$ cat src/rtl/ts_sync_framer.sv
// Byte-stream packet synchroniser: finds the repeating sync byte, locks onto the
// packet grid and forwards aligned bytes with a start-of-packet marker.
module ts_sync_framer #(
    parameter int unsigned PKT_LEN   = 204,
    parameter logic [7:0]  SYNC_BYTE = 8'h47,
    parameter logic [7:0]  SYNC_INV  = 8'hB8,
    parameter int unsigned LOCK_CNT  = 3,
    parameter int unsigned LOSS_CNT  = 3
) (
    input  logic       clk,
    input  logic       reset_n,
    input  logic       in_valid,
    input  logic [7:0] in_data,
    output logic       out_valid,
    output logic [7:0] out_data,
    output logic       out_sof,
    output logic       locked,
    output logic       sync_err
);

    localparam int unsigned POS_W  = (PKT_LEN > 1) ? $clog2(PKT_LEN) : 1;
    localparam int unsigned GOOD_W = $clog2(LOCK_CNT + 1);
    localparam int unsigned BAD_W  = $clog2(LOSS_CNT + 1);

    localparam logic [POS_W-1:0]  POS_LAST = POS_W'(PKT_LEN - 1);
    localparam logic [GOOD_W-1:0] GOOD_TGT = GOOD_W'(LOCK_CNT);
    localparam logic [BAD_W-1:0]  BAD_TGT  = BAD_W'(LOSS_CNT);

    typedef enum logic [1:0] {
        SEARCH = 2'd0,
        VERIFY = 2'd1,
        LOCKED = 2'd2
    } state_t;

    state_t            state_q, state_d;
    logic [POS_W-1:0]  pos_q, pos_d;
    logic [GOOD_W-1:0] good_q, good_d;
    logic [BAD_W-1:0]  bad_q, bad_d;

    logic       out_valid_d;
    logic [7:0] out_data_d;
    logic       out_sof_d;
    logic       locked_d;
    logic       sync_err_d;

    logic              is_sync_c;
    logic              at_sync_pos_c;
    logic [POS_W-1:0]  pos_inc_c;
    logic [GOOD_W-1:0] good_inc_c;
    logic [BAD_W-1:0]  bad_inc_c;

    assign is_sync_c     = (in_data == SYNC_BYTE) || (in_data == SYNC_INV);
    assign at_sync_pos_c = (pos_q == '0);
    assign pos_inc_c     = (pos_q == POS_LAST) ? '0 : pos_q + POS_W'(1);
    assign good_inc_c    = good_q + GOOD_W'(1);
    assign bad_inc_c     = bad_q + BAD_W'(1);

    // Next-state and next-output logic; nothing moves without in_valid.
    always_comb begin
        state_d     = state_q;
        pos_d       = pos_q;
        good_d      = good_q;
        bad_d       = bad_q;
        out_valid_d = 1'b0;
        out_sof_d   = 1'b0;
        sync_err_d  = 1'b0;

        if (in_valid) begin
            unique case (state_q)
                SEARCH: begin
                    if (is_sync_c) begin
                        pos_d  = POS_W'(1);
                        good_d = GOOD_W'(1);
                        bad_d  = '0;
                        if (LOCK_CNT == 1) begin
                            state_d     = LOCKED;
                            out_valid_d = 1'b1;
                            out_sof_d   = 1'b1;
                        end else begin
                            state_d = VERIFY;
                        end
                    end
                end

                VERIFY: begin
                    pos_d = pos_inc_c;
                    if (at_sync_pos_c) begin
                        if (is_sync_c) begin
                            good_d = good_inc_c;
                            if (good_inc_c == GOOD_TGT) begin
                                state_d     = LOCKED;
                                bad_d       = '0;
                                out_valid_d = 1'b1;
                                out_sof_d   = 1'b1;
                            end
                        end else begin
                            // Failed candidate: drop it, this byte is not re-examined.
                            state_d = SEARCH;
                            good_d  = '0;
                            pos_d   = '0;
                        end
                    end
                end

                LOCKED: begin
                    pos_d       = pos_inc_c;
                    out_valid_d = 1'b1;
                    out_sof_d   = at_sync_pos_c;
                    if (at_sync_pos_c) begin
                        if (is_sync_c) begin
                            bad_d = '0;
                        end else begin
                            sync_err_d = 1'b1;
                            if (bad_inc_c == BAD_TGT) begin
                                // Lock lost: the offending byte is reported but not forwarded.
                                state_d     = SEARCH;
                                out_valid_d = 1'b0;
                                out_sof_d   = 1'b0;
                                good_d      = '0;
                                bad_d       = '0;
                                pos_d       = '0;
                            end else begin
                                bad_d = bad_inc_c;
                            end
                        end
                    end
                end

                default: begin
                    state_d = SEARCH;
                    pos_d   = '0;
                    good_d  = '0;
                    bad_d   = '0;
                end
            endcase
        end

        out_data_d = out_valid_d ? in_data : out_data;
        locked_d   = (state_d == LOCKED);
    end

    // State, counters and registered outputs.
    always_ff @(posedge clk or negedge reset_n) begin
        if (!reset_n) begin
            state_q   <= SEARCH;
            pos_q     <= '0;
            good_q    <= '0;
            bad_q     <= '0;
            out_valid <= 1'b0;
            out_data  <= '0;
            out_sof   <= 1'b0;
            locked    <= 1'b0;
            sync_err  <= 1'b0;
        end else begin
            state_q   <= state_d;
            pos_q     <= pos_d;
            good_q    <= good_d;
            bad_q     <= bad_d;
            out_valid <= out_valid_d;
            out_data  <= out_data_d;
            out_sof   <= out_sof_d;
            locked    <= locked_d;
            sync_err  <= sync_err_d;
        end
    end

endmodule
$ cat config.mk
export PLATFORM = sky130hd
export DESIGN_NAME = ts_sync_framer
export DESIGN_NICKNAME = d
export VERILOG_FILES = /design/src/rtl/ts_sync_framer.sv
export SDC_FILE = /design/constraint.sdc
export NUM_CORES = 1
export LEC_CHECK = 0
export CAP_MARGIN = 10
export CORE_ASPECT_RATIO = 0.6
export CORE_MARGIN = 5
export CORE_UTILIZATION = 48
export CTS_CLUSTER_DIAMETER = 100
export DETAILED_ROUTE_END_ITERATION = 10
export GPL_TIMING_DRIVEN = 0
export HOLD_SLACK_MARGIN = 0.06
export PLACE_DENSITY_LB_ADDON = 0.05
export SLEW_MARGIN = 20
export SYNTH_ARGS = -nofsm -noshare
export SYNTH_HDL_FRONTEND = slang
export SYNTH_SLANG_ARGS = --single-unit
$ cat constraint.sdc
create_clock -name clk -period 2.1 [get_ports clk]
set_input_delay 0.21 -clock clk [delete_from_list [all_inputs] [get_ports clk]]
set_output_delay 0.21 -clock clk [all_outputs]
set_load 0.02 [all_outputs]
==> results of run 1 <==
-- Yosys cell counts (all sizes together), types with 2 or more instances --
cell type  instances  area, sq um
a211oi             2         15.0
nand2              8         30.0
a22o               8         70.1
o21ai             15         86.3
inv                8         30.0
or3                2         12.5
nand2b             2         12.5
nor4b              3         26.3
and4               3         26.3
a31oi              2         12.5
nand3              4         20.0
a2111oi            2         23.8
nor2b              9         56.3
nor3               4         20.0
a21oi              5         25.0
clkbuf             2         7.51
and3               6         37.5
mux2              10          113
nor2               6         25.0
nor4               2         18.8
dfrtp             26          651
o31ai              3         36.3
ha                 7         87.6
buf                2         10.0
-- logic make-up after synthesis --
kind of cell               count (synthesis)  share of synthesized area (%)
adders and majority gates                  7                           5.56
buffers and inverters                     12                           3.02
AOI/OAI and AO/OA                         46                           21.9
DFF                                       26                           41.3
muxes                                     11                           7.79
and+or+nand+nor                           53                           20.4
-- worst paths after layout --
path                                           endpoint                     from  depth (start not counted)  slack (ns)
min in group clk                out_data[5]$_DFFE_PN0P_  out_data[5]$_DFFE_PN0P_                          1        0.49
worst max-delay path            out_data[7]$_DFFE_PN0P_     pos_q[0]$_DFFE_PN0P_                          7       -0.12
max in group asynchronous          pos_q[5]$_DFFE_PN0P_                  reset_n                          2        1.27
worst min register to register  out_data[5]$_DFFE_PN0P_  out_data[5]$_DFFE_PN0P_                          1        0.49
worst max register to register  out_data[7]$_DFFE_PN0P_     pos_q[0]$_DFFE_PN0P_                          7       -0.12
worst min-delay path            out_data[2]$_DFFE_PN0P_                  reset_n                          2        0.46
-- area by class of cell --
class	instances	area [sq um]
Tap cell	45	56.3
Clock buffer	4	55.1
Multi-Input combinational cell	118	961
Fill cell	257	1140
Sequential cell	26	651
Timing Repair Buffer	32	297
Buffer	3	17.5
Inverter	8	30.0
-- what timing repair did --
action	4_1_cts	5_1_grt
hold buffers	1	0
resized for setup	12	6
buffers inserted	7	2
setup endpoints to repair	16	20
endpoints found under the hold margin	26	0
gates cloned	0	1
pin swaps	2	3
-- per-stage QoR --
stage / setup TNS (ns) / util [%] / hold slack (ns) / setup slack [ns] / area (sq um)
2_1_floorplan: 0 / - / -0.0856 / 0.0485 / 1570
3_3_place_gp: -5.00 / 57.8 / 0.467 / -0.372 / 1850
3_5_place_dp: -5.46 / 57.6 / 0.251 / -0.370 / 1850
4_1_cts: -1.07 / 62.8 / 0.480 / -0.105 / 2010
5_1_grt: -2.56 / 64.5 / 0.507 / -0.180 / 2070
6_report: -1.53 / 64.5 / 0.458 / -0.117 / 2070
-- power groups by stage --
stage          Clock, mW  Combinational [mW]  Sequential, mW
3_3_place_gp           0               0.199           0.547
3_5_place_dp           0               0.205           0.548
5_1_grt            0.363               0.339           0.538
4_1_cts            0.339               0.298           0.535
2_1_floorplan          0               0.137           0.543
6_report           0.329               0.312           0.536
-- registers in the layout (all words and copies together), names as in the netlist --
name       flops
out_data       8
pos_q          8
bad_q          2
good_q         2
state_q        2
locked         1
out_sof        1
out_valid      1
sync_err       1
-- per-layer routing --
| metal | vias up | share of wire, % |
|---|---|---|
| met5 | - | 0 |
| met2 | 70 | 44 |
| met3 | 10 | 7.7 |
| li1 | 669 | - |
| met1 | 698 | 47 |
| met4 | 0 | 1.2 |
-- layout by cell type (no fill, tap or decap), types with 2 or more instances in the layout --
cell type | synthesis | routed
sky130_fd_sc_hd__o21ai_0 | 7 | 7
sky130_fd_sc_hd__nor4b_2 | 0 | 3
sky130_fd_sc_hd__nor2_1 | 5 | 5
sky130_fd_sc_hd__buf_4 | 0 | 8
sky130_fd_sc_hd__o31ai_1 | 2 | 2
sky130_fd_sc_hd__mux2_1 | 9 | 9
sky130_fd_sc_hd__and3_1 | 6 | 6
sky130_fd_sc_hd__clkdlybuf4s50_1 | 0 | 21
sky130_fd_sc_hd__nand3_1 | 4 | 4
sky130_fd_sc_hd__or3_1 | 2 | 2
sky130_fd_sc_hd__a31oi_1 | 2 | 2
sky130_fd_sc_hd__nand2b_1 | 2 | 2
sky130_fd_sc_hd__and4_1 | 3 | 3
sky130_fd_sc_hd__inv_2 | 0 | 2
sky130_fd_sc_hd__nor3_2 | 0 | 2
sky130_fd_sc_hd__a22o_1 | 8 | 8
sky130_fd_sc_hd__nor2b_1 | 9 | 9
sky130_fd_sc_hd__dfrtp_1 | 26 | 26
sky130_fd_sc_hd__inv_1 | 8 | 6
sky130_fd_sc_hd__o21ai_1 | 7 | 7
sky130_fd_sc_hd__nor3_1 | 4 | 2
sky130_fd_sc_hd__buf_2 | 2 | 2
sky130_fd_sc_hd__nand2_1 | 8 | 8
sky130_fd_sc_hd__a21oi_1 | 5 | 5
sky130_fd_sc_hd__ha_1 | 7 | 5
sky130_fd_sc_hd__clkbuf_8 | 0 | 4
==> flow_results.xml, run 1 <==
<?xml version="1.0" encoding="UTF-8"?>
<metrics>
  <group name="status">
    <metric name="run_status" unit="">complete, but fails checks</metric>
    <metric name="failed_checks" unit="">negative setup slack</metric>
  </group>
  <group name="route">
    <metric name="drc_errors" unit="">0</metric>
    <metric name="antenna_violating_nets_post_route" unit="">0</metric>
    <metric name="firstDrtPassIters" unit="">5</metric>
    <metric name="drt_iter0_markers" unit="">155</metric>
    <metric name="viasPerCell" unit="">6.13</metric>
    <metric name="postRouteWirelength" unit="mm">4.13</metric>
    <metric name="count_of_vias_placed_by_the_detailed_router" unit="">1447</metric>
    <metric name="detail_route.wl_per_cell" unit="microns">17.5</metric>
  </group>
  <group name="worst_setup_path">
    <metric name="kind_of_cell_with_the_highest_combined_delay_on_the_critical_path" unit="">simple AND/OR/NAND/NOR gates</metric>
    <metric name="critical_path.max_stage_delay" unit="ns">0.50</metric>
    <metric name="required" unit="ns">2.26</metric>
    <metric name="crit_path_cell_trace" unit="">inv_2 -&gt; ha_4 -&gt; or4b_4 -&gt; nor3_2 -&gt; o2111ai_2 -&gt; o21ai_4 -&gt; mux2_1</metric>
    <metric name="cpMaxStageDelayCell" unit="">sky130_fd_sc_hd__or4b_4</metric>
    <metric name="setup.worst_path.class" unit="">flip-flop to flip-flop</metric>
    <metric name="startpoint_type" unit="">flip-flop</metric>
    <metric name="critical_path_buf_inv_count" unit="">1</metric>
    <metric name="crit_path_max_fanout" unit="">5</metric>
    <metric name="critical_path_endpoint_category" unit="">flip-flop</metric>
    <metric name="wp_data_arrival" unit="ns">2.38</metric>
  </group>
  <group name="sta">
    <metric name="worstMarginPinSlew" unit="ns">0.572</metric>
    <metric name="achievable-frequency" unit="GHz">0.451</metric>
    <metric name="report.final.slew_viol_count" unit="">0</metric>
    <metric name="timing.final.setup_violations" unit="">15</metric>
    <metric name="slew_headroom" unit="%">61.9</metric>
    <metric name="timing.final.crit_period" unit="ns">2.22</metric>
    <metric name="layout_setup_ws" unit="ns">-0.117</metric>
    <metric name="hold_violations" unit="">0</metric>
    <metric name="setup_repair_after_global_routing_missed_its_margin" unit="">yes</metric>
    <metric name="fin_crit_sh" unit="%">106</metric>
    <metric name="skew" unit="ns">0.00205</metric>
  </group>
  <group name="synthesis">
    <metric name="ys_warn_count" unit="">0</metric>
    <metric name="number_of_nets_in_the_synthesized_netlist" unit="">173</metric>
    <metric name="synth_flop_cell" unit="">sky130_fd_sc_hd__dfrtp_1</metric>
    <metric name="syn-mean-instance-area" unit="sq um">10.2</metric>
    <metric name="fraction_of_registers_with_async_set_reset" unit="%">100</metric>
    <metric name="post_synth_inst_count" unit="">155</metric>
    <metric name="synth_cell_types" unit="">45</metric>
    <metric name="synth_sequential_area_ratio" unit="%">41.3</metric>
    <metric name="synth_edf_count" unit="">0</metric>
    <metric name="ys_ff_latch" unit="">26</metric>
    <metric name="mappedNetlistArea" unit="sq um">1570</metric>
  </group>
  <group name="placement">
    <metric name="dpl.hpwl" unit="mm">2.89</metric>
    <metric name="count_of_buffers_inserted_at_the_top_level_ports" unit="">22</metric>
    <metric name="place_congestion" unit="">0.892</metric>
    <metric name="place.detailed.instances" unit="">222</metric>
  </group>
  <group name="global_route">
    <metric name="grt_max_degree" unit="">27</metric>
    <metric name="grt.met1_usage" unit="%">26.7</metric>
    <metric name="via_count_of_the_first_global_routing_pass" unit="">1361</metric>
    <metric name="global_routing_usage_on_met2" unit="%">30.1</metric>
    <metric name="groute.usage.overall" unit="%">18.7</metric>
    <metric name="antenna_found_initial" unit="">0</metric>
    <metric name="use_met3" unit="%">4.36</metric>
    <metric name="grt_first_pass_wirelength" unit="mm">6.71</metric>
    <metric name="global_route.overflow_total" unit="">0</metric>
    <metric name="grt.busiest_layer" unit="">met2</metric>
  </group>
  <group name="clock_network">
    <metric name="cts_tree" unit="">yes</metric>
    <metric name="clk_pin_slew" unit="ns">0.09</metric>
    <metric name="clock_sink_count" unit="">26</metric>
    <metric name="cts_buf_count" unit="">3</metric>
    <metric name="clock_latency_at_the_later_pin_of_the_worst_skew_pair" unit="ns">0.27</metric>
    <metric name="ctsHtreeMaxLevel" unit="">1</metric>
    <metric name="clk_root_buffer_cell" unit="">sky130_fd_sc_hd__clkbuf_8</metric>
    <metric name="ctsLongestPathBuffers" unit="">2</metric>
  </group>
  <group name="cells_and_area">
    <metric name="fin_nets" unit="">210</metric>
    <metric name="layout-drive-gt1-share" unit="%">19.4</metric>
    <metric name="area_growth" unit="%">31.3</metric>
    <metric name="finalNonFillerCells" unit="">236</metric>
    <metric name="insertedDiodeCount" unit="">0</metric>
  </group>
  <group name="power">
    <metric name="totalPowerFinal" unit="mW">1.18</metric>
    <metric name="pwr_density_cell" unit="nW/um^2">569</metric>
    <metric name="switching_share" unit="%">28.4</metric>
    <metric name="internal_power" unit="mW">0.842</metric>
    <metric name="power.combinational.fraction" unit="%">26.5</metric>
    <metric name="p_clk_share" unit="%">28.0</metric>
    <metric name="irDropWorstVdd" unit="uV">276</metric>
    <metric name="power_switching" unit="mW">0.334</metric>
    <metric name="static-leakage-power" unit="nW">0.945</metric>
    <metric name="sequentialPowerShare" unit="%">45.5</metric>
  </group>
  <group name="die">
    <metric name="die_h" unit="microns">54.4</metric>
    <metric name="pin_count" unit="">23</metric>
    <metric name="initial_core_util" unit="%">49.1</metric>
    <metric name="floorplan.die_area" unit="sq um">4560</metric>
    <metric name="core_area" unit="sq um">3200</metric>
    <metric name="std_cell_rows" unit="">16</metric>
    <metric name="die_x" unit="microns">83.9</metric>
  </group>
  <group name="min_path">
    <metric name="timing.hold.worst.class" unit="">input port to async pin</metric>
  </group>
  <group name="run">
    <metric name="cap_viol_max_count" unit="">0</metric>
  </group>
</metrics>
(Power assumes the default switching activity.)
==> run 2: changes to the inputs <==
--- a/config.mk
+++ b/config.mk
@@ -7,13 +7,14 @@
 export LEC_CHECK = 0
 export CAP_MARGIN = 10
 export CORE_ASPECT_RATIO = 0.6
-export CORE_MARGIN = 5
 export CORE_UTILIZATION = 48
 export CTS_CLUSTER_DIAMETER = 100
+export CTS_CLUSTER_SIZE = 16
 export DETAILED_ROUTE_END_ITERATION = 10
 export GPL_TIMING_DRIVEN = 0
 export HOLD_SLACK_MARGIN = 0.06
 export PLACE_DENSITY_LB_ADDON = 0.05
+export REMOVE_ABC_BUFFERS = 1
 export SLEW_MARGIN = 20
 export SYNTH_ARGS = -nofsm -noshare
 export SYNTH_HDL_FRONTEND = slang
==> run 2 against run 1 <==
Compared with the run above:
- the flow still finishes with violations (negative setup slack)
- first-iteration DRC count down 10%
- cell count up 1.7%
- power up 18%
- largest cell class unchanged
- largest power group unchanged
==> flow_results.xml, run 2 (synthesis gave the netlist of run 1 again) <==
<?xml version="1.0" encoding="UTF-8"?>
<metrics>
  <group name="route">
    <metric name="count_of_vias_placed_by_the_detailed_router" unit="">1549</metric>
    <metric name="detail_route.wl_per_cell" unit="microns">20.5</metric>
    <metric name="firstDrtPassIters" unit="">4</metric>
    <metric name="postRouteWirelength" unit="mm">4.93</metric>
    <metric name="drc_errors" unit="">0</metric>
    <metric name="drt_iter0_markers" unit="">139</metric>
    <metric name="antenna_violating_nets_post_route" unit="">0</metric>
    <metric name="viasPerCell" unit="">6.45</metric>
  </group>
  <group name="die">
    <metric name="initial_core_util" unit="%">52.7</metric>
    <metric name="floorplan.die_area" unit="sq um">3520</metric>
    <metric name="pin_count" unit="">23</metric>
    <metric name="std_cell_rows" unit="">15</metric>
    <metric name="die_x" unit="microns">75.9</metric>
    <metric name="core_area" unit="sq um">2980</metric>
    <metric name="die_h" unit="microns">46.4</metric>
  </group>
  <group name="power">
    <metric name="irDropWorstVdd" unit="uV">545</metric>
    <metric name="pwr_density_cell" unit="nW/um^2">632</metric>
    <metric name="p_clk_share" unit="%">30.3</metric>
    <metric name="power.combinational.fraction" unit="%">31.1</metric>
    <metric name="sequentialPowerShare" unit="%">38.6</metric>
    <metric name="power_switching" unit="mW">0.389</metric>
    <metric name="switching_share" unit="%">28.1</metric>
    <metric name="static-leakage-power" unit="nW">0.980</metric>
    <metric name="internal_power" unit="mW">0.996</metric>
  </group>
  <group name="sta">
    <metric name="report.final.slew_viol_count" unit="">0</metric>
    <metric name="setup_tns" unit="ns">-1.70</metric>
    <metric name="skew" unit="ns">0.00454</metric>
    <metric name="layout_setup_ws" unit="ns">-0.161</metric>
    <metric name="holdWs" unit="ns">0.464</metric>
    <metric name="timing.final.crit_period" unit="ns">2.26</metric>
    <metric name="achievable-frequency" unit="GHz">0.442</metric>
    <metric name="hold_violations" unit="">0</metric>
    <metric name="setup_repair_after_global_routing_missed_its_margin" unit="">yes</metric>
    <metric name="worstMarginPinSlew" unit="ns">0.756</metric>
    <metric name="fin_crit_sh" unit="%">108</metric>
    <metric name="slew_headroom" unit="%">48.3</metric>
    <metric name="timing.final.setup_violations" unit="">17</metric>
  </group>
  <group name="global_route">
    <metric name="antenna_found_initial" unit="">0</metric>
    <metric name="global_route.overflow_total" unit="">0</metric>
    <metric name="grt_first_pass_wirelength" unit="mm">7.72</metric>
    <metric name="global_routing_usage_on_met2" unit="%">48.7</metric>
    <metric name="via_count_of_the_first_global_routing_pass" unit="">1444</metric>
    <metric name="grt.busiest_layer" unit="">met2</metric>
    <metric name="groute.usage.overall" unit="%">30.0</metric>
    <metric name="grt.met1_usage" unit="%">40.6</metric>
    <metric name="grt_max_degree" unit="">27</metric>
    <metric name="use_met3" unit="%">6.73</metric>
  </group>
  <group name="min_path">
    <metric name="timing.hold.worst.class" unit="">input port to async pin</metric>
  </group>
  <group name="clock_network">
    <metric name="ctsHtreeMaxLevel" unit="">1</metric>
    <metric name="clock_sink_count" unit="">26</metric>
    <metric name="clk_pin_slew" unit="ns">0.09</metric>
    <metric name="cts_buf_count" unit="">3</metric>
    <metric name="cts_tree" unit="">yes</metric>
    <metric name="clock_latency_at_the_later_pin_of_the_worst_skew_pair" unit="ns">0.27</metric>
    <metric name="clk_root_buffer_cell" unit="">sky130_fd_sc_hd__clkbuf_8</metric>
    <metric name="ctsLongestPathBuffers" unit="">2</metric>
  </group>
  <group name="cells_and_area">
    <metric name="finalNonFillerCells" unit="">240</metric>
    <metric name="fin_nets" unit="">217</metric>
    <metric name="area.sequential" unit="sq um">651</metric>
    <metric name="insertedDiodeCount" unit="">0</metric>
    <metric name="multiInputGateArea" unit="sq um">1010</metric>
    <metric name="finish.instance_area" unit="sq um">2190</metric>
    <metric name="registers_with_the_highest_flip_flop_counts" unit="">out_data x8, pos_q x8</metric>
    <metric name="most-common-layout-cells" unit="">sky130_fd_sc_hd__dfrtp_1, sky130_fd_sc_hd__clkdlybuf4s50_1, sky130_fd_sc_hd__buf_4</metric>
    <metric name="leading_cell_type_in_the_layout_fill_and_taps_excluded" unit="">sky130_fd_sc_hd__dfrtp_1</metric>
    <metric name="fill_cell_instance_count_of_the_final_layout" unit="">197</metric>
    <metric name="layout-drive-gt1-share" unit="%">28.8</metric>
    <metric name="area_growth" unit="%">39.2</metric>
  </group>
  <group name="placement">
    <metric name="dpl.hpwl" unit="mm">2.95</metric>
    <metric name="count_of_buffers_inserted_at_the_top_level_ports" unit="">22</metric>
    <metric name="place.detailed.instances" unit="">215</metric>
    <metric name="post-place-ws" unit="ns">-0.689</metric>
    <metric name="place_congestion" unit="">0.993</metric>
    <metric name="dpl-instance-area" unit="sq um">1820</metric>
  </group>
  <group name="worst_setup_path">
    <metric name="critical_path_endpoint_category" unit="">flip-flop</metric>
    <metric name="required" unit="ns">2.27</metric>
    <metric name="setup.worst_path.class" unit="">flip-flop to flip-flop</metric>
    <metric name="wp_data_arrival" unit="ns">2.43</metric>
    <metric name="startpoint_type" unit="">flip-flop</metric>
    <metric name="critical_path.max_stage_delay" unit="ns">0.49</metric>
    <metric name="cpMaxStageDelayCell" unit="">sky130_fd_sc_hd__or4b_4</metric>
    <metric name="crit_path_cell_trace" unit="">inv_2 -&gt; ha_4 -&gt; or4b_4 -&gt; a211o_1 -&gt; o31ai_4 -&gt; buf_4 -&gt; o21ai_1 -&gt; a22o_1</metric>
    <metric name="crit_path_max_fanout" unit="">4</metric>
    <metric name="r2r.worst_path.cells" unit="">8</metric>
  </group>
  <group name="status">
    <metric name="run_status" unit="">complete, but fails checks</metric>
    <metric name="failed_checks" unit="">negative setup slack</metric>
  </group>
  <group name="run">
    <metric name="cap_viol_max_count" unit="">0</metric>
  </group>
</metrics>
[run 2: cell count changes in the layout (fill, tap and decap cells not counted), sizes merged]
cell    before  now
clkbuf       6    3
bufinv       0    1
buf         11   20
[run 2: path summary, 6_finish.rpt]
kind	startpoint	end	slack [ns]
setup / recovery	pos_q[0]$_DFFE_PN0P_	pos_q[2]$_DFFE_PN0P_	-0.16
hold / removal	reset_n	out_data[3]$_DFFE_PN0P_	0.46
setup reg to reg	pos_q[0]$_DFFE_PN0P_	pos_q[2]$_DFFE_PN0P_	-0.16
hold reg to reg	out_data[1]$_DFFE_PN0P_	out_data[1]$_DFFE_PN0P_	0.49
max in group asynchronous	reset_n	out_data[1]$_DFFE_PN0P_	1.25
min in group clk	out_data[1]$_DFFE_PN0P_	out_data[1]$_DFFE_PN0P_	0.49
[run 2: power by group through the flow]
stage                     logic, mW  registers, mW  clock network (mW)
after floorplan               0.136          0.543                   0
after global placement        0.205          0.547                   0
after detailed placement      0.209          0.547                   0
after CTS                     0.384          0.533               0.419
after global routing          0.456          0.537               0.448
final                         0.430          0.535               0.420
[run 2: layout make-up]
class / instances / area share [%]
timing repair buffer: 42 / 17.1
tap: 42 / 2.40
inverter: 8 / 1.37
multi-input combinational: 118 / 46.1
sequential: 26 / 29.7
clock buffer: 3 / 1.88
clock inverter: 1 / 1.37
[run 2: worst max-delay path: cells and delay by family (launching register included)]
family,cells,cell delay (ns)
AO/OA/AOI/OAI,4,0.85
adder cells (fa/ha/maj),1,0.13
buffers and inverters,2,0.28
flip-flops,1,0.41
AND/OR/NAND/NOR,1,0.49
[run 2: stage by stage]
stage / utilization [%] / power [mW]
2_1_floorplan: - / 0.680
3_3_place_gp: 61.3 / 0.753
3_5_place_dp: 61.1 / 0.756
4_1_cts: 72.0 / 1.34
5_1_grt: 73.4 / 1.44
6_report: 73.4 / 1.39
[run 2: repair_timing]
action | CTS | global route
pin swaps | 2 | 2
endpoints found under the hold margin | 26 | 0
buffers inserted | 21 | 0
setup endpoints to repair | 22 | 23
gates cloned | 1 | 0
hold buffers | 1 | 0
resized for setup | 19 | 12
[run 2: per-layer routing]
metal / vias up / part of all wire, %
met4: 0 / 2.5
met2: 98 / 45
met1: 759 / 44
met3: 15 / 9.0
met5: - / 0
li1: 677 / -
==> run 3: changes to the inputs <==
--- a/config.mk
+++ b/config.mk
@@ -7,6 +7,7 @@
 export LEC_CHECK = 0
 export CAP_MARGIN = 10
 export CORE_ASPECT_RATIO = 0.6
+export CORE_MARGIN = 5
 export CORE_UTILIZATION = 48
 export CTS_CLUSTER_DIAMETER = 100
 export CTS_CLUSTER_SIZE = 16
==> run 3 against run 2 <==
Compared with the run above:
- the flow still finishes with violations (negative setup slack)
- count of clock-buffer cells in the layout unchanged
- cell area decreased by 5.4%
- die area increased by 30%
- fmax grew 4.8%
- critical path depth shrank 1
- first-iteration DRC count down 12%
- routed wire length decreased by 17%
- register-to-register slack improved by 0.10 ns
- sequential power is essentially flat
- via count down 9.2%
- worst hold slack better by 0.0017 ns
- sequential share of layout area is 1.7 points higher
- largest power group unchanged
- highest routed layer unchanged
==> flow_results.xml, run 3 (synthesis gave the netlist of run 1 again) <==
<?xml version="1.0" encoding="UTF-8"?>
<metrics>
  <group name="status">
    <metric name="run_status" unit="">complete, but fails checks</metric>
    <metric name="failed_checks" unit="">negative setup slack</metric>
  </group>
  <group name="sta">
    <metric name="achievable-frequency" unit="GHz">0.464</metric>
    <metric name="setup_repair_after_global_routing_missed_its_margin" unit="">yes</metric>
    <metric name="skew" unit="ns">0.00203</metric>
    <metric name="hold_violations" unit="">0</metric>
    <metric name="timing.final.setup_violations" unit="">16</metric>
    <metric name="timing.final.crit_period" unit="ns">2.16</metric>
    <metric name="worstMarginPinSlew" unit="ns">0.585</metric>
    <metric name="report.final.slew_viol_count" unit="">0</metric>
    <metric name="holdWs" unit="ns">0.466</metric>
    <metric name="layout_setup_ws" unit="ns">-0.0572</metric>
    <metric name="slew_headroom" unit="%">61.0</metric>
    <metric name="fin_crit_sh" unit="%">103</metric>
  </group>
  <group name="cells_and_area">
    <metric name="layout-drive-gt1-share" unit="%">19.0</metric>
    <metric name="most-common-layout-cells" unit="">sky130_fd_sc_hd__dfrtp_1, sky130_fd_sc_hd__clkdlybuf4s50_1, sky130_fd_sc_hd__mux2_1, sky130_fd_sc_hd__buf_4</metric>
    <metric name="area_growth" unit="%">31.7</metric>
    <metric name="area.sequential" unit="sq um">651</metric>
    <metric name="fill_cell_instance_count_of_the_final_layout" unit="">274</metric>
    <metric name="multiInputGateArea" unit="sq um">950</metric>
    <metric name="insertedDiodeCount" unit="">0</metric>
    <metric name="registers_with_the_highest_flip_flop_counts" unit="">out_data x8, pos_q x8</metric>
    <metric name="fin_nets" unit="">208</metric>
    <metric name="leading_cell_type_in_the_layout_fill_and_taps_excluded" unit="">sky130_fd_sc_hd__dfrtp_1</metric>
  </group>
  <group name="clock_network">
    <metric name="ctsLongestPathBuffers" unit="">2</metric>
    <metric name="cts_buf_count" unit="">3</metric>
    <metric name="clock_latency_at_the_later_pin_of_the_worst_skew_pair" unit="ns">0.28</metric>
    <metric name="clock_sink_count" unit="">26</metric>
    <metric name="clk_root_buffer_cell" unit="">sky130_fd_sc_hd__clkbuf_8</metric>
    <metric name="clk_pin_slew" unit="ns">0.09</metric>
    <metric name="cts_tree" unit="">yes</metric>
    <metric name="ctsHtreeMaxLevel" unit="">1</metric>
  </group>
  <group name="worst_setup_path">
    <metric name="critical_path_endpoint_category" unit="">flip-flop</metric>
    <metric name="required" unit="ns">2.26</metric>
    <metric name="crit_path_cell_trace" unit="">inv_2 -&gt; ha_4 -&gt; or4b_4 -&gt; nor3_1 -&gt; o2111ai_1 -&gt; o21ai_4 -&gt; mux2_1</metric>
    <metric name="crit_path_max_fanout" unit="">9</metric>
    <metric name="startpoint_type" unit="">flip-flop</metric>
    <metric name="critical_path.max_stage_delay" unit="ns">0.47</metric>
    <metric name="wp_data_arrival" unit="ns">2.32</metric>
    <metric name="cpMaxStageDelayCell" unit="">sky130_fd_sc_hd__or4b_4</metric>
    <metric name="setup.worst_path.class" unit="">flip-flop to flip-flop</metric>
  </group>
  <group name="global_route">
    <metric name="grt.met1_usage" unit="%">26.3</metric>
    <metric name="groute.usage.overall" unit="%">19.6</metric>
    <metric name="global_routing_usage_on_met2" unit="%">31.4</metric>
    <metric name="grt_max_degree" unit="">27</metric>
    <metric name="grt.busiest_layer" unit="">met2</metric>
    <metric name="antenna_found_initial" unit="">0</metric>
    <metric name="grt_first_pass_wirelength" unit="mm">6.94</metric>
    <metric name="use_met3" unit="%">6.47</metric>
    <metric name="via_count_of_the_first_global_routing_pass" unit="">1401</metric>
    <metric name="global_route.overflow_total" unit="">0</metric>
  </group>
  <group name="min_path">
    <metric name="timing.hold.worst.class" unit="">input port to async pin</metric>
  </group>
  <group name="route">
    <metric name="detail_route.wl_per_cell" unit="microns">17.5</metric>
    <metric name="count_of_vias_placed_by_the_detailed_router" unit="">1406</metric>
    <metric name="drc_errors" unit="">0</metric>
    <metric name="drt_iter0_markers" unit="">123</metric>
    <metric name="postRouteWirelength" unit="mm">4.09</metric>
    <metric name="viasPerCell" unit="">6.01</metric>
    <metric name="firstDrtPassIters" unit="">4</metric>
    <metric name="antenna_violating_nets_post_route" unit="">0</metric>
  </group>
  <group name="power">
    <metric name="static-leakage-power" unit="nW">0.940</metric>
    <metric name="irDropWorstVdd" unit="uV">391</metric>
    <metric name="pwr_density_cell" unit="nW/um^2">620</metric>
  </group>
  <group name="placement">
    <metric name="dpl.hpwl" unit="mm">2.91</metric>
    <metric name="count_of_buffers_inserted_at_the_top_level_ports" unit="">22</metric>
    <metric name="post-place-ws" unit="ns">-0.700</metric>
    <metric name="place_congestion" unit="">0.911</metric>
  </group>
  <group name="die">
    <metric name="pin_count" unit="">23</metric>
    <metric name="die_x" unit="microns">83.9</metric>
    <metric name="die_h" unit="microns">54.4</metric>
    <metric name="std_cell_rows" unit="">16</metric>
    <metric name="core_area" unit="sq um">3200</metric>
    <metric name="floorplan.die_area" unit="sq um">4560</metric>
    <metric name="initial_core_util" unit="%">49.1</metric>
  </group>
  <group name="run">
    <metric name="cap_viol_max_count" unit="">0</metric>
  </group>
</metrics>
==> run 3: changes by cell type in the layout (fill, tap and decap cells not counted), moves of 3 or more <==
| cell | delta |
|---|---|
| sky130_fd_sc_hd__nor3_1 | +3 |
| sky130_fd_sc_hd__mux2_4 | -7 |
| sky130_fd_sc_hd__buf_4 | -8 |
| sky130_fd_sc_hd__nor3_2 | -3 |
| sky130_fd_sc_hd__mux2_1 | +7 |
==> run 3: layer usage <==
layer  up-vias  routed length (microns)
met1       687                     1940
met4         0                       25
met3         5                      360
li1        657                        -
met2        57                     1760
met5         -                        0
==> run 3: critical path: cells and delay by family (launching register included) <==
kind | cells | cell delay (ns)
compound gates | 2 | 0.40
fa+ha+maj | 1 | 0.13
buf+inv | 1 | 0.09
flops | 1 | 0.40
mux | 1 | 0.37
simple gates | 2 | 0.66
==> run 3: area by class of cell <==
type,count,share of cell area (%)
Sequential cell,26,31.4
Multi-Input combinational cell,117,45.8
Tap cell,45,2.72
Clock inverter,1,1.45
Inverter,8,1.45
Timing Repair Buffer,34,15.2
Clock buffer,3,1.99
==> run 3: path summary, 6_finish.rpt <==
check | startpoint | end | slack (ns) | cells past startpoint
worst max-delay path | pos_q[0]$_DFFE_PN0P_ | out_data[3]$_DFFE_PN0P_ | -0.06 | 7
max in group asynchronous | reset_n | out_data[6]$_DFFE_PN0P_ | 1.25 | 2
min in group clk | out_data[4]$_DFFE_PN0P_ | out_data[4]$_DFFE_PN0P_ | 0.49 | 1
worst min register to register | out_data[4]$_DFFE_PN0P_ | out_data[4]$_DFFE_PN0P_ | 0.49 | 1
worst max register to register | pos_q[0]$_DFFE_PN0P_ | out_data[3]$_DFFE_PN0P_ | -0.06 | 7
worst min-delay path | reset_n | good_q[1]$_DFFE_PN0P_ | 0.47 | 2
==> run 3: through the flow <==
step           utilization [%]  std cells  instance area [sq um]  total power [mW]  TNS [ns]
6_report                  64.7        234                   2070              1.28    -0.562
3_5_place_dp              57.1        218                   1830             0.756    -12.55
3_3_place_gp              57.2        218                   1830             0.752    -11.10
4_1_cts                   64.4        234                   2060              1.28    -0.947
5_1_grt                   64.7        234                   2070              1.35     -2.39
2_1_floorplan                -        151                   1560             0.680         0
==> run 3: timing repair <==
action / in CTS / in global routing
setup buffers: 11 / 0
pin swaps: 7 / 2
endpoints found under the setup margin: 22 / 20
resized for setup: 17 / 3
hold endpoints to repair: 26 / 0
hold buffers: 1 / 0
==> run 3: report_power, final <==
group	total [mW]	internal, mW	switching, mW
clock	0.419	0.255	0.164
combinational	0.330	0.162	0.168
sequential	0.535	0.522	0.0133
total	1.28	0.940	0.345
==> edit 1, RTL diff (config.mk and constraints of run 3) <==
Remove the register `locked`: a continuous assignment takes its place, so the output `locked` follows one clock earlier.
--- a/src/rtl/ts_sync_framer.sv
+++ b/src/rtl/ts_sync_framer.sv
@@ -151,3 +151,2 @@
             out_sof   <= 1'b0;
-            locked    <= 1'b0;
             sync_err  <= 1'b0;
@@ -161,3 +160,2 @@
             out_sof   <= out_sof_d;
-            locked    <= locked_d;
             sync_err  <= sync_err_d;
@@ -166,2 +164,4 @@
 
+    assign locked = locked_d;
+
 endmodule
Check against the original RTL: same outputs for any inputs over 10 cycles, from zero or initial values and one cycle with reset_n low; that may be too few to reach the edited logic, so the function may still have changed.
==> edit 1 against run 3 <==
Routed wire length is 21% higher; critical path type is now flop to primary output; sequential power is 3% lower; clock skew is 3.0 ps higher; largest power group is now combinational cells; sequential cell count is 1 lower; cell count is 6.0% higher; the flow still finishes with violations (setup timing); total power is 7.3% higher; setup slack worse by 420 ps; final area is 7.3% higher; first-iteration DRC count is 50% higher; synthesized area is 1.6% lower; global-route usage is 2.6 points higher.
==> edit 1: results (changes against run 3) <==
Yosys
  • Synth top area cells: dfrtp_1 (40%), mux2_1 (6.5%), ha_1 (5.7%), a22o_1 (4.5%), nor2b_1 (3.6%) (was dfrtp_1 (41%), mux2_1 (6.4%), ha_1 (5.6%), a22o_1 (4.5%), nor2b_1 (3.6%))
  • Top cells by count, synth: dfrtp_1 (25), mux2_1 (9), nor2b_1 (9) (was dfrtp_1 (26), mux2_1 (9), nor2b_1 (9))
  • Syn avg cell area: 10.06 µm² (was 10.15 µm²)

Setup path
  • Reg-to-reg setup timing slack: -420 ps (was -60 ps)
  • Largest stage delay, worst path: 500 ps (was 470 ps)
  • FF-to-FF path depth: 18 (was 7)
  • Worst-path fanout max: 2 (was 9)
  • End of the critical path: locked (was out_data[3]$_DFFE_PN0P_)
  • CP top delay family: compound AO/OA/AOI/OAI gates (was simple AND/OR/NAND/NOR gates)
  • Critical path start-end classification: flop to primary output (was flop to flop)
  • Worst path slowest cell: or4b_4 (unchanged)

Timing
  • Worst slew pin tran: 598.0 ps (was 585.1 ps)
  • Final worst setup slack: -472.3 ps (was -57.24 ps)
  • Final setup fails: 16 (unchanged)

CTS
  • Clock buffer depth: 2 (unchanged)
  • CTS buffer count: 3 (unchanged)

Global routing
  • Largest net degree at the start of global routing: 26 (was 27)
  • GRT Total Usage: 22.21% (was 19.62%)
  • First-pass GRT wire length: 7617 µm (was 6941 µm)

Cells and area
  • Share of layout cells above drive strength 1: 29.56% (was 19.05%)
  • Fill cells: 215 (was 274)
  • Final cell count without fillers: 248 (was 234)
  • Final net count: 222 (was 208)

Placed design
  • DP HPWL: 2869 µm (was 2912 µm)
  • GP Congestion: 0.9840 (was 0.9114)

Drt
  • TritonRoute pass-1 iters: 7 (was 4)
  • Final WL: 4945 µm (was 4089 µm)
  • Iter 0 DRT Violations: 185 (was 123)

Pwr
  • Peak VDD IR: 0.4610 mV (was 0.3910 mV)
  • Leak pwr: 1.006 nW (was 0.9397 nW)

Status
  • Failing checks: setup timing (unchanged)
  • Status: finished with violations (unchanged)
## edit 1: changes by cell type after synthesis, sizes merged
| cell | delta |
|---|---|
| dfrtp | -1 |
## edit 1: metrics by stage
stage	instance area (µm²)	util (%)	hold slack (ps)	total power, mW	setup TNS [ps]
floorplan	1531	-	-85.59	0.6600	-70.99
global placement	1808	56.80	468.0	0.7313	-11910
detailed placement	1803	56.64	232.3	0.7356	-13970
CTS	2143	67.33	464.9	1.274	-3812
global route	2225	69.89	499.5	1.433	-5189
finish	2225	69.89	449.3	1.378	-4220
## edit 1: metal layers
layer | vias to the layer above | global-route usage (%) | share of wire [%]
li1 | 687 | - | -
met1 | 756 | 28.24 | 41
met2 | 110 | 36.84 | 45
met3 | 27 | 5.963 | 9.7
met4 | 0 | 8.967 | 4.2
met5 | - | 0 | 0
## edit 1: logic make-up (layout without fill, tap and decap cells)
| kind of cell | Yosys count | after routing | synth area share [%] |
|---|---|---|---|
| DFF | 25 | 25 | 40.39 |
| adders and majority gates | 7 | 7 | 5.654 |
| muxes | 11 | 11 | 7.916 |
| buffers and inverters | 12 | 61 | 3.070 |
| and+or+nand+nor | 53 | 53 | 20.68 |
| AOI/OAI and AO/OA | 46 | 46 | 22.29 |
## edit 1: worst min path at each step
stage	endpoint	slack (ps)	depth (start not counted)
2_1_floorplan	bad_q[0]$_DFFE_PN0P_	-90	0
3_3_place_gp	out_data[0]$_DFFE_PN0P_	470	1
3_5_place_dp	out_data[3]$_DFFE_PN0P_	230	1
4_1_cts	out_data[7]$_DFFE_PN0P_	460	2
5_1_grt	out_data[1]$_DFFE_PN0P_	500	2
6_report	out_data[1]$_DFFE_PN0P_	450	2
## edit 1: area by class of cell
type / instances / area, µm² / share of cell area, %
timing repair buffer: 49 / 455.4 / 20.47
sequential: 25 / 626.9 / 28.18
clock inverter: 1 / 7.507 / 0.3375
inverter: 8 / 30.03 / 1.350
multi-input combinational: 117 / 1007 / 45.28
tap: 45 / 56.30 / 2.531
clock buffer: 3 / 41.29 / 1.856
## edit 1: timing repair
action | 4_1_cts | 5_1_grt
pin swaps | 6 | 4
setup buffers | 25 | 1
gates resized for setup | 28 | 17
hold endpoints to repair | 25 | 0
setup endpoints to repair | 23 | 24
hold buffers | 1 | 0
## edit 1: power by group
group          switching (mW)  internal, mW  total, mW
registers              0.0145         0.503      0.517
logic                   0.247         0.315      0.562
clock network           0.165         0.135      0.299
## edit 1: worst register-to-register path, stage by stage, from the launching register on
cell and delay (ps):
dfrtp_1 380, inv_2 70, buf_4 130, buf_4 120, buf_4 130, buf_4 140, buf_4 130, buf_4 130
buf_4 120, buf_4 130, buf_6 110, buf_6 100, buf_6 110, buf_6 100, buf_6 100, buf_6 100
buf_6 100, buf_6 100, o22ai_2 130
==> edit 2, RTL diff (settings of run 3) <==
Without the edit above. `LOCK_CNT`: 3 -> 2.
--- a/src/rtl/ts_sync_framer.sv
+++ b/src/rtl/ts_sync_framer.sv
@@ -6,3 +6,3 @@
     parameter logic [7:0]  SYNC_INV  = 8'hB8,
-    parameter int unsigned LOCK_CNT  = 3,
+    parameter int unsigned LOCK_CNT  = 2,
     parameter int unsigned LOSS_CNT  = 3
Check against the original RTL: same outputs for any inputs over 10 cycles, from zero or initial values and one cycle with reset_n low; that may be too few to reach the edited logic, so the function may still have changed.
==> edit 2 against run 3 <==
Routed wire length is 15% lower; final area is 4.5% lower; synthesized area is 5.1% lower; total power is 5.6% higher; first-iteration DRC count is 42% lower; utilization is 2.9 points higher; sequential cell count stayed put; count of clock-buffer cells in the layout stayed put; setup slack better by 130 ps; critical path type is now input port to flop; largest cell class unchanged; highest routed layer unchanged.
==> edit 2: results (changes against run 3) <==
Global routing
  • First-pass GRT wire length: 5499 µm (was 6941 µm)
  • Antenna violations before repair: 0 (unchanged)
  • GRT Total Usage: 16.70% (was 19.62%)

Setup path
  • WP data arrival: 2180 ps (was 2320 ps)
  • Largest stage delay, worst path: 450 ps (was 470 ps)
  • Worst path slowest cell: clkdlybuf4s50_1 (was or4b_4)
  • Worst-path fanout max: 10 (was 9)

Yosys
  • Synth Area in Compound Gates: 18.43% (was 21.94%)
  • Post-synthesis sequential area ratio: 43.55% (was 41.34%)
  • Library cells used by synthesis: 42 (was 45)
  • Cell count after synthesis: 137 (was 155)
  • Post-synth ARST share: 100.0% (unchanged)
  • Post-synthesis mux area share: 7.538% (was 7.790%)
  • Adder-cell share of the synthesized area: 5.863% (was 5.564%)
  • Top cells by count, synth: dfrtp_1 (26), mux2_2 (10), nand2_1 (9) (was dfrtp_1 (26), mux2_1 (9), nor2b_1 (9))
  • Synth top area cells: dfrtp_1 (44%), mux2_2 (7.5%), ha_1 (5.9%), a22o_1 (3.5%), o21ai_0 (2.3%) (was dfrtp_1 (41%), mux2_1 (6.4%), ha_1 (5.6%), a22o_1 (4.5%), nor2b_1 (3.6%))

Placed design
  • GP Congestion: 0.8119 (was 0.9114)
  • Placed cells: 200 (was 218)
  • Placed instance area: 0.001757 mm² (was 0.001828 mm²)
  • Dpl ws: -362.2 ps (was -699.9 ps)
  • DP HPWL: 2444 µm (was 2912 µm)

Drt
  • Routed wire per std cell: 16.40 µm (was 17.47 µm)
  • Final WL: 3477 µm (was 4089 µm)
  • Drt drc: 0 (unchanged)
  • Vias: 1,220 (was 1,406)
  • Iter 0 DRT Violations: 71 (was 123)
  • TritonRoute pass-1 iters: 5 (was 4)

Pwr
  • Power density over the cells: 685.1 mW/mm² (was 619.5 mW/mm²)
  • Sw Ratio: 29.04% (was 26.85%)
  • Clock network power share: 30.7% (was 32.6%)
  • Peak VDD IR: 0.6478 mV (was 0.3910 mV)
  • Leak pwr: 0.8786 nW (was 0.9397 nW)
  • Seq. pwr: 0.552 mW (was 0.535 mW)

Cells and area
  • Biggest regs: out_data (8), pos_q (8) (unchanged)
  • Share of layout cells above drive strength 1: 25.29% (was 19.05%)
  • Final net count: 189 (was 208)
  • Antenna Diode Count: 0 (unchanged)

Timing
  • Clock skew: 4.068 ps (was 2.033 ps)
  • Slew Limit Headroom: 61.49% (was 60.99%)

CTS
  • Clk_lat worst skew: 270 ps
  • Postcts setup bufs: 2 (was 11)
  • Post-cts resize count: 0 (was 17)
  • Clock buffer depth: 2 (unchanged)

Status
  • Status: complete, no violations (was finished with violations)
edit 2: cell count changes in the layout (fill, tap and decap cells not counted), sizes merged, moves of 3 or more:
cell | before | now
a21o | 1 | 4
and4 | 3 | 0
buf | 12 | 7
nand4 | 1 | 5
nor2b | 9 | 4
o21ai | 15 | 8
edit 2: area by class of cell:
| class | instances | area (µm²) |
|---|---|---|
| Clock inverter | 1 | 30.03 |
| Fill cell | 227 | 948.4 |
| Sequential cell | 26 | 650.6 |
| Timing Repair Buffer | 29 | 270.3 |
| Clock buffer | 3 | 41.29 |
| Inverter | 7 | 26.28 |
| Multi-Input combinational cell | 104 | 908.4 |
| Tap cell | 42 | 52.55 |
edit 2: cell families (layout without fill, tap and decap cells):
kind of cell               after synthesis  count (layout)
AOI/OAI and AO/OA                       35              36
adders and majority gates                7               7
buffers and inverters                    8              40
DFF                                     26              26
muxes                                   10              10
and+or+nand+nor                         51              51
edit 2: worst paths after layout:
kind | startpoint | endpoint | slack [ps] | depth (start not counted)
min in group clk | out_data[6]$_DFFE_PN0P_ | out_data[6]$_DFFE_PN0P_ | 510 | 1
hold / removal | reset_n | pos_q[2]$_DFFE_PN0P_ | 460 | 2
max in group asynchronous | reset_n | out_data[7]$_DFFE_PN0P_ | 1260 | 2
setup reg to reg | pos_q[0]$_DFFE_PN0P_ | out_data[3]$_DFFE_PN0P_ | 100 | 7
setup / recovery | in_data[2] | out_data[3]$_DFFE_PN0P_ | 80 | 8
hold reg to reg | out_data[6]$_DFFE_PN0P_ | out_data[6]$_DFFE_PN0P_ | 510 | 1
edit 2: metal layers:
layer	GRT usage, %	up-vias	routed length (µm)
met5	0	-	0
met4	2.762	0	26
met3	4.932	4	267
met2	25.47	47	1434
met1	23.68	592	1749
li1	-	577	-
